## config.mk

```make
export PLATFORM = sky130hd
export DESIGN_NAME = rf_drain_ctrl
export DESIGN_NICKNAME = d
export VERILOG_FILES = /design/src/rtl/rf_drain_ctrl.sv
export SDC_FILE = /design/constraint.sdc
export NUM_CORES = 1
export LEC_CHECK = 0
export ABC_AREA = 1
export CAP_MARGIN = 10
export CORE_MARGIN = 5
export CORE_UTILIZATION = 47
export DETAILED_ROUTE_END_ITERATION = 6
export PLACE_DENSITY = 0.85
export SYNTH_ARGS = -nofsm -noshare
export SYNTH_HDL_FRONTEND = slang
export SYNTH_SLANG_ARGS = --single-unit
```

## constraint.sdc

```tcl
create_clock -name clk -period 2.4 [get_ports clk]
set_input_delay 0.48 -clock clk [delete_from_list [all_inputs] [get_ports clk]]
set_output_delay 0.48 -clock clk [all_outputs]
set_load 0.01 [all_outputs]
```

## src/rtl/rf_drain_ctrl.sv

```systemverilog
// Register-file drain engine: reads a contiguous, wrapping window of RF entries
// through a combinational read port and streams them out as valid/ready beats.
module rf_drain_ctrl #(
  parameter int phit_size    = 64,
  parameter int dwidth_RFadd = 5,
  parameter int depth_RF     = 32
) (
  input  logic                    clk,
  input  logic                    rst_n,
  input  logic                    start,
  input  logic [dwidth_RFadd-1:0] base_addr,
  input  logic [dwidth_RFadd:0]   count,
  output logic [dwidth_RFadd-1:0] rf_rd_addr,
  input  logic [phit_size-1:0]    rf_rd_data,
  output logic [phit_size-1:0]    m_tdata,
  output logic                    m_tvalid,
  input  logic                    m_tready,
  output logic                    m_tlast,
  output logic                    busy,
  output logic                    done
);

  typedef enum logic [1:0] {IDLE, STREAM, LAST} state_t;

  localparam logic [dwidth_RFadd:0]   DEPTH_C   = (dwidth_RFadd+1)'(depth_RF);
  localparam logic [dwidth_RFadd:0]   CNT_ONE   = (dwidth_RFadd+1)'(1);
  localparam logic [dwidth_RFadd-1:0] LAST_ADDR = dwidth_RFadd'(depth_RF - 1);
  localparam logic [dwidth_RFadd-1:0] ADDR_ONE  = dwidth_RFadd'(1);

  state_t                  state_reg, state_next;
  logic [dwidth_RFadd-1:0] rd_ptr_reg, rd_ptr_next;
  logic [dwidth_RFadd:0]   remaining_reg, remaining_next;
  logic [phit_size-1:0]    tdata_reg, tdata_next;
  logic                    tvalid_reg, tvalid_next;
  logic                    tlast_reg, tlast_next;
  logic                    done_reg, done_next;
  logic [dwidth_RFadd:0]   count_eff;
  logic                    handshake;

  // Wrap by explicit compare so non-power-of-two depths never touch invalid entries.
  function automatic logic [dwidth_RFadd-1:0] wrap_inc(input logic [dwidth_RFadd-1:0] a);
    if (a >= LAST_ADDR) return '0;
    else                return a + ADDR_ONE;
  endfunction

  assign count_eff = (count > DEPTH_C) ? DEPTH_C : count;
  assign handshake = tvalid_reg & m_tready;

  always_ff @(posedge clk or negedge rst_n) begin
    if (!rst_n) state_reg <= IDLE;
    else        state_reg <= state_next;
  end

  always_comb begin
    state_next = state_reg;
    case (state_reg)
      IDLE: begin
        if (start && (count != '0))
          state_next = (count_eff == CNT_ONE) ? LAST : STREAM;
      end
      STREAM: begin
        if (handshake && (remaining_reg == CNT_ONE)) state_next = LAST;
      end
      LAST: begin
        if (handshake) state_next = IDLE;
      end
      default: state_next = IDLE;
    endcase
  end

  // In IDLE the read port follows base_addr so the first entry lands on the start edge.
  always_comb begin
    rf_rd_addr     = (state_reg == IDLE) ? base_addr : rd_ptr_reg;
    busy           = (state_reg != IDLE);
    rd_ptr_next    = rd_ptr_reg;
    remaining_next = remaining_reg;
    tdata_next     = tdata_reg;
    tvalid_next    = tvalid_reg;
    tlast_next     = tlast_reg;
    done_next      = 1'b0;
    case (state_reg)
      IDLE: begin
        if (start) begin
          if (count == '0) begin
            done_next = 1'b1;
          end else begin
            tdata_next     = rf_rd_data;
            tvalid_next    = 1'b1;
            tlast_next     = (count_eff == CNT_ONE);
            rd_ptr_next    = wrap_inc(base_addr);
            remaining_next = count_eff - CNT_ONE;
          end
        end
      end
      STREAM: begin
        if (handshake) begin
          tdata_next     = rf_rd_data;
          rd_ptr_next    = wrap_inc(rd_ptr_reg);
          remaining_next = remaining_reg - CNT_ONE;
          tlast_next     = (remaining_reg == CNT_ONE);
        end
      end
      LAST: begin
        if (handshake) begin
          tvalid_next = 1'b0;
          tlast_next  = 1'b0;
          done_next   = 1'b1;
        end
      end
      default: begin
        tvalid_next = 1'b0;
        tlast_next  = 1'b0;
      end
    endcase
  end

  always_ff @(posedge clk or negedge rst_n) begin
    if (!rst_n) begin
      rd_ptr_reg    <= '0;
      remaining_reg <= '0;
      tdata_reg     <= '0;
      tvalid_reg    <= 1'b0;
      tlast_reg     <= 1'b0;
      done_reg      <= 1'b0;
    end else begin
      rd_ptr_reg    <= rd_ptr_next;
      remaining_reg <= remaining_next;
      tdata_reg     <= tdata_next;
      tvalid_reg    <= tvalid_next;
      tlast_reg     <= tlast_next;
      done_reg      <= done_next;
    end
  end

  assign m_tdata  = tdata_reg;
  assign m_tvalid = tvalid_reg;
  assign m_tlast  = tlast_reg;
  assign done     = done_reg;

endmodule
```

# [Yosys cells after proc, flatten, opt, wreduce, memory -nomap -nowiden]
# Index checks and enable logic that the tools add are counted.
[totals] out_inout_bits=73 elab_cells=70 regBits=80 in_bits=79
[classes] bitwise=2 magnitude_cmp=3 n_reduce_logical=11 n_addsub=4 eq_ne=10 muxes=33
[ops] op="64-bit 2-to-1 mux" count=3
[ops] op="64-bit one-hot mux with 2 select lines" count=1
[ops] op="5-bit 2-to-1 mux" count=6
[ops] op="6-bit 2-to-1 mux" count=4
[ops] op="6-bit by 1-bit equality test with 1-bit output, second input constant" count=2
[ops] op="2-bit != test, second input constant" count=6
[ops] op="6-bit one-hot mux with 2 select lines" count=1
[ops] op="4-bit AND reduction" count=3
[ops] op="6-bit by 1-bit subtractor with 6-bit output, second input constant" count=2
[ops] op="5-bit by 1-bit adder with 5-bit output, second input constant" count=2
[ops] op="5-bit >= comparator, second input constant" count=2
[ops] op="5-bit one-hot mux with 2 select lines" count=1
[ops] op="1-bit 2-to-1 mux" count=9
[ops] op="2-bit 2-to-1 mux" count=4
[ops] op="6-bit greater-than comparator, second input constant" count=1
[ops] op="6-bit logical NOT" count=1
[ops] op="1-bit one-hot mux with 3 select lines" count=2
[ops] op="2-bit one-hot mux with 3 select lines" count=1
[ops] op="6-bit nonzero test" count=1
[ops] op="2-bit nonzero test" count=2
[ops] op="3-bit AND reduction" count=1
[ops] op="2-bit by 1-bit equality test with 1-bit output, second input constant" count=1
[ops] op="2-bit equality test, second input constant" count=1
[ops] op="1-bit logical AND" count=2
[ops] op="other kinds (4)" count=4

# [Depth between registers and ports, before layout]
[depth] depth_word=6 mapped_depth=11 mapped_depth_nobuf=11

# [Worst setup path before layout]
# Ideal clock, no wire load.
[synth_timing] path_type="register -> output" from="register state_reg[0]" to="output port rf_rd_addr[1]" path_buffers=1 slack_ns=0.891 path_stages_with_launch=6 t_required_ns=1.920 arrival_time_ns=1.029 path_cell_list="dfrtp_1 nor2_1 buf_2 inv_1 nand2_1 nand2_1"
[synth_via] elab_chain_cells=2
[synth_rtl] item="start, declared" line="30" text="state_t state_reg, state_next;"
[synth_rtl] item="start signal, assigned" line="51" text="else state_reg <= state_next;"
[synth_rtl] item="2-bit logical NOT" line="73" text="rf_rd_addr = (state_reg == IDLE) ? base_addr : rd_ptr_reg;"
[synth_rtl] item="5-bit 2-to-1 mux" line="73"
[synth_rtl] item="end, declared" line="13" text="output logic [dwidth_RFadd-1:0] rf_rd_addr,"
# Every way passes these cells.

# [Final worst setup path]
[layout_timing] from="register state_reg[0]" to="output port rf_rd_addr[3]"
# Same word-level chain as after synthesis.

==> results.md <==
- Status: complete, no violations
- Fin Clk Skew: 0.006510 ns
- Fmax: around 440 MHz
- CP peak stage delay: between 0.5 and 0.6 ns
- Worst hold-check path type: primary input to async pin
- Design area: ~0.0056 mm²
- Vias per cell: 4.842
- Die area: between 0.009 and 0.01 mm²
- Via count: 3578
- Max Cap Viol: 0
- Worst slew pin tran: 0.5302 ns
- CP max-delay cell: clkdlybuf4s50_1
- Area of placed instances: 0.005351 mm²
- Synth Instances: between 400 and 500
- R2R cell count: 9
- Mean area per synthesized cell: a little under 8 µm²
- Drt pass-1 iters: 4
- Clock Sinks: 80
- Relative slew slack: between 60% and 70%
- Syn Nets: 568
- GP Congestion: about 0.84
- Crit Path Max Fanout: 7
- Worst-Skew Late Latency: between 0.3 and 0.4 ns
- #FFs+latches synth: 80
- Final WS setup: 0.1029 ns
- Met3 Usage GRT: 5.540%
- Routed WL: roughly 10000 µm
- CTS Buf Count: 9
- Distinct cells, synth: 29
- Tot GR Track Use: between 20% and 30%
- Die W: 99.40 µm
- Max Buffers Root-to-Sink: 2
- Final ANT Viol Nets: 0
- CTS H-Tree Depth: 3
- Residual DRC: 0
- Root buffer cell: clkbuf_8
- Sequential cell area fraction in the yosys report: 53.30%
- Critical Path AT: 1.82 ns
- Area Overhead vs Synth: 48.00%
- DRC violation total after the first TritonRoute iteration: 151
- Startpoint types: register
- Setup bufs post-CTS: 0
- Post-CTS sizing: 2
- DPL Wire Length: between 7000 and 8000 µm
- Levels on crit path: 5
- Met2 Use GR: 35.59%
- Initial antenna violation count: 0
- WP data required: 1.92 ns
- GR Util met1: 26.19%
- Initial core utilization: between 40% and 50%
- Routed WL per cell: 13.68 µm
- Setup violations, final: 0
- Synthesis warning total: 0
- Cell family with most CP delay: buffers and inverters
- Cell Rows: 32
- Critical path capture point type: primary output
- Max FFs per register: 64
- Unrepaired setup endpoints after global routing: false
- Largest net degree at the start of global routing: 51
- Crit path kind: register to primary output
- Final setup TNS: 0 ns
- Mapped Area: 0.003756 mm²
- Tmin final: 2.297 ns
- Hold-fix buffers at CTS: 0
- CP Cell Sequence: nor2_4 -> buf_4 -> nand2_1 -> o21ai_0 -> clkdlybuf4s50_1
- Hold_ws: 0.1096 ns
- Pre-CTS setup slack: 0.1050 ns
- Endpoints failing hold: 0
- Die Y: 99.40 µm
- Vias in the first global route: ~3.6k
- Reg clk slew, reported paths: 0.09 ns
- Final Util: 71.57%
- I/O pins: 152
- Final antenna diode count: 0
- Pins Over Slew Limit: 0
- Leakage power: 2.767 nW
- Share of layout cells above drive strength 1: under 10%
- CTS tree: built
- Maximum vdd drop: 0.3004 mV
- Gr ovfl total: 0
- Top Usage Layer GRT: met2
- Core ar.: 0.007767 mm²
- Fin crit share: a little over nine tenths
- Cell Pwr Density: 509.5 mW/mm²
- Worst path bufs/invs: 2
- First-pass GRT wire length: between 15000 and 20000 µm
- IO buf count: 151
- Fin nets: 719
## kinds of logic after synthesis
| group | Yosys count | share of synthesized area [%] |
|---|---|---|
| multiplexers | 1 | 0.2665 |
| AND/OR/NAND/NOR | 326 | 34.61 |
| adder cells (fa/ha/maj) | 8 | 2.665 |
| buffers and inverters | 44 | 5.663 |
| AO/OA/AOI/OAI | 19 | 2.798 |
| XOR/XNOR | 3 | 0.6997 |
| flip-flops | 80 | 53.30 |
## cells in the mapped netlist (all sizes together)
cell,n,area share (%)
nand2,278,28
dfrtp,80,53
inv,27,2.7
nand3,22,3.4
nor2,19,2.0
buf,16,2.9
o21ai,14,1.9
ha,8,2.7
nand4,4,0.67
a21oi,2,0.37
or2,2,0.33
xnor2,2,0.47
clkbuf,1,0.10
mux2i,1,0.27
nand3b,1,0.20
o21bai,1,0.20
o22ai,1,0.17
o31ai,1,0.20
xor2,1,0.23
## area by class of cell
class / instances / area (µm²)
clock buffers: 10 / 127.6
clock inverters: 6 / 68.82
fillers: 601 / 2208
inverters: 27 / 101.3
multi-input cells: 357 / 1549
flip-flops and latches: 80 / 2003
well taps: 102 / 127.6
repair buffers: 157 / 1582
## routing by layer
metal | wire (µm) | part of all wire [%]
met1 | 4105 | 41
met2 | 5110 | 51
met3 | 706 | 7.0
met4 | 187 | 1.9
met5 | 0 | 0
## power breakdown
part           switching (W)  total, W  internal, W  leakage (nW)
Combinational       0.000162  0.000409     0.000247          1.77
Clock               0.000504  0.000991     0.000487        0.0968
Sequential         0.0000304   0.00143      0.00140         0.905
## stage by stage
step | cells | power, W
after CTS | 739 | 0.002862
after global placement | 723 | 0.001858
final | 739 | 0.002832
after detailed placement | 723 | 0.001870
after global routing | 739 | 0.002971
after floorplan | 481 | 0.001566
## worst paths after layout
check	endpoint	slack, ns	from
worst max-delay path	rf_rd_addr[3]	0.10	state_reg[0]
worst min-delay path	m_tlast	0.11	rst_n
worst max register to register	remaining_reg[5]	0.68	state_reg[1]
worst min register to register	m_tdata[5]	0.49	m_tdata[5]
max in group asynchronous	m_tdata[58]	1.69	rst_n
min in group clk	m_tdata[5]	0.49	m_tdata[5]
## cells in the final DEF (no fill, tap or decap), types with 2 or more instances in the layout
master | synthesis | final
o21ai_1 | 5 | 5
clkbuf_8 | 0 | 9
buf_12 | 0 | 2
buf_4 | 6 | 5
or2_2 | 2 | 2
ha_1 | 8 | 8
clkinv_4 | 0 | 2
nand2_1 | 276 | 276
inv_1 | 22 | 22
xnor2_1 | 2 | 2
dfrtp_1 | 80 | 79
nor2_1 | 18 | 17
inv_2 | 5 | 5
clkdlybuf4s50_1 | 0 | 149
nand4_1 | 4 | 4
nand3_1 | 20 | 20
o21ai_0 | 9 | 9
Power figures use the tool's default switching activity.
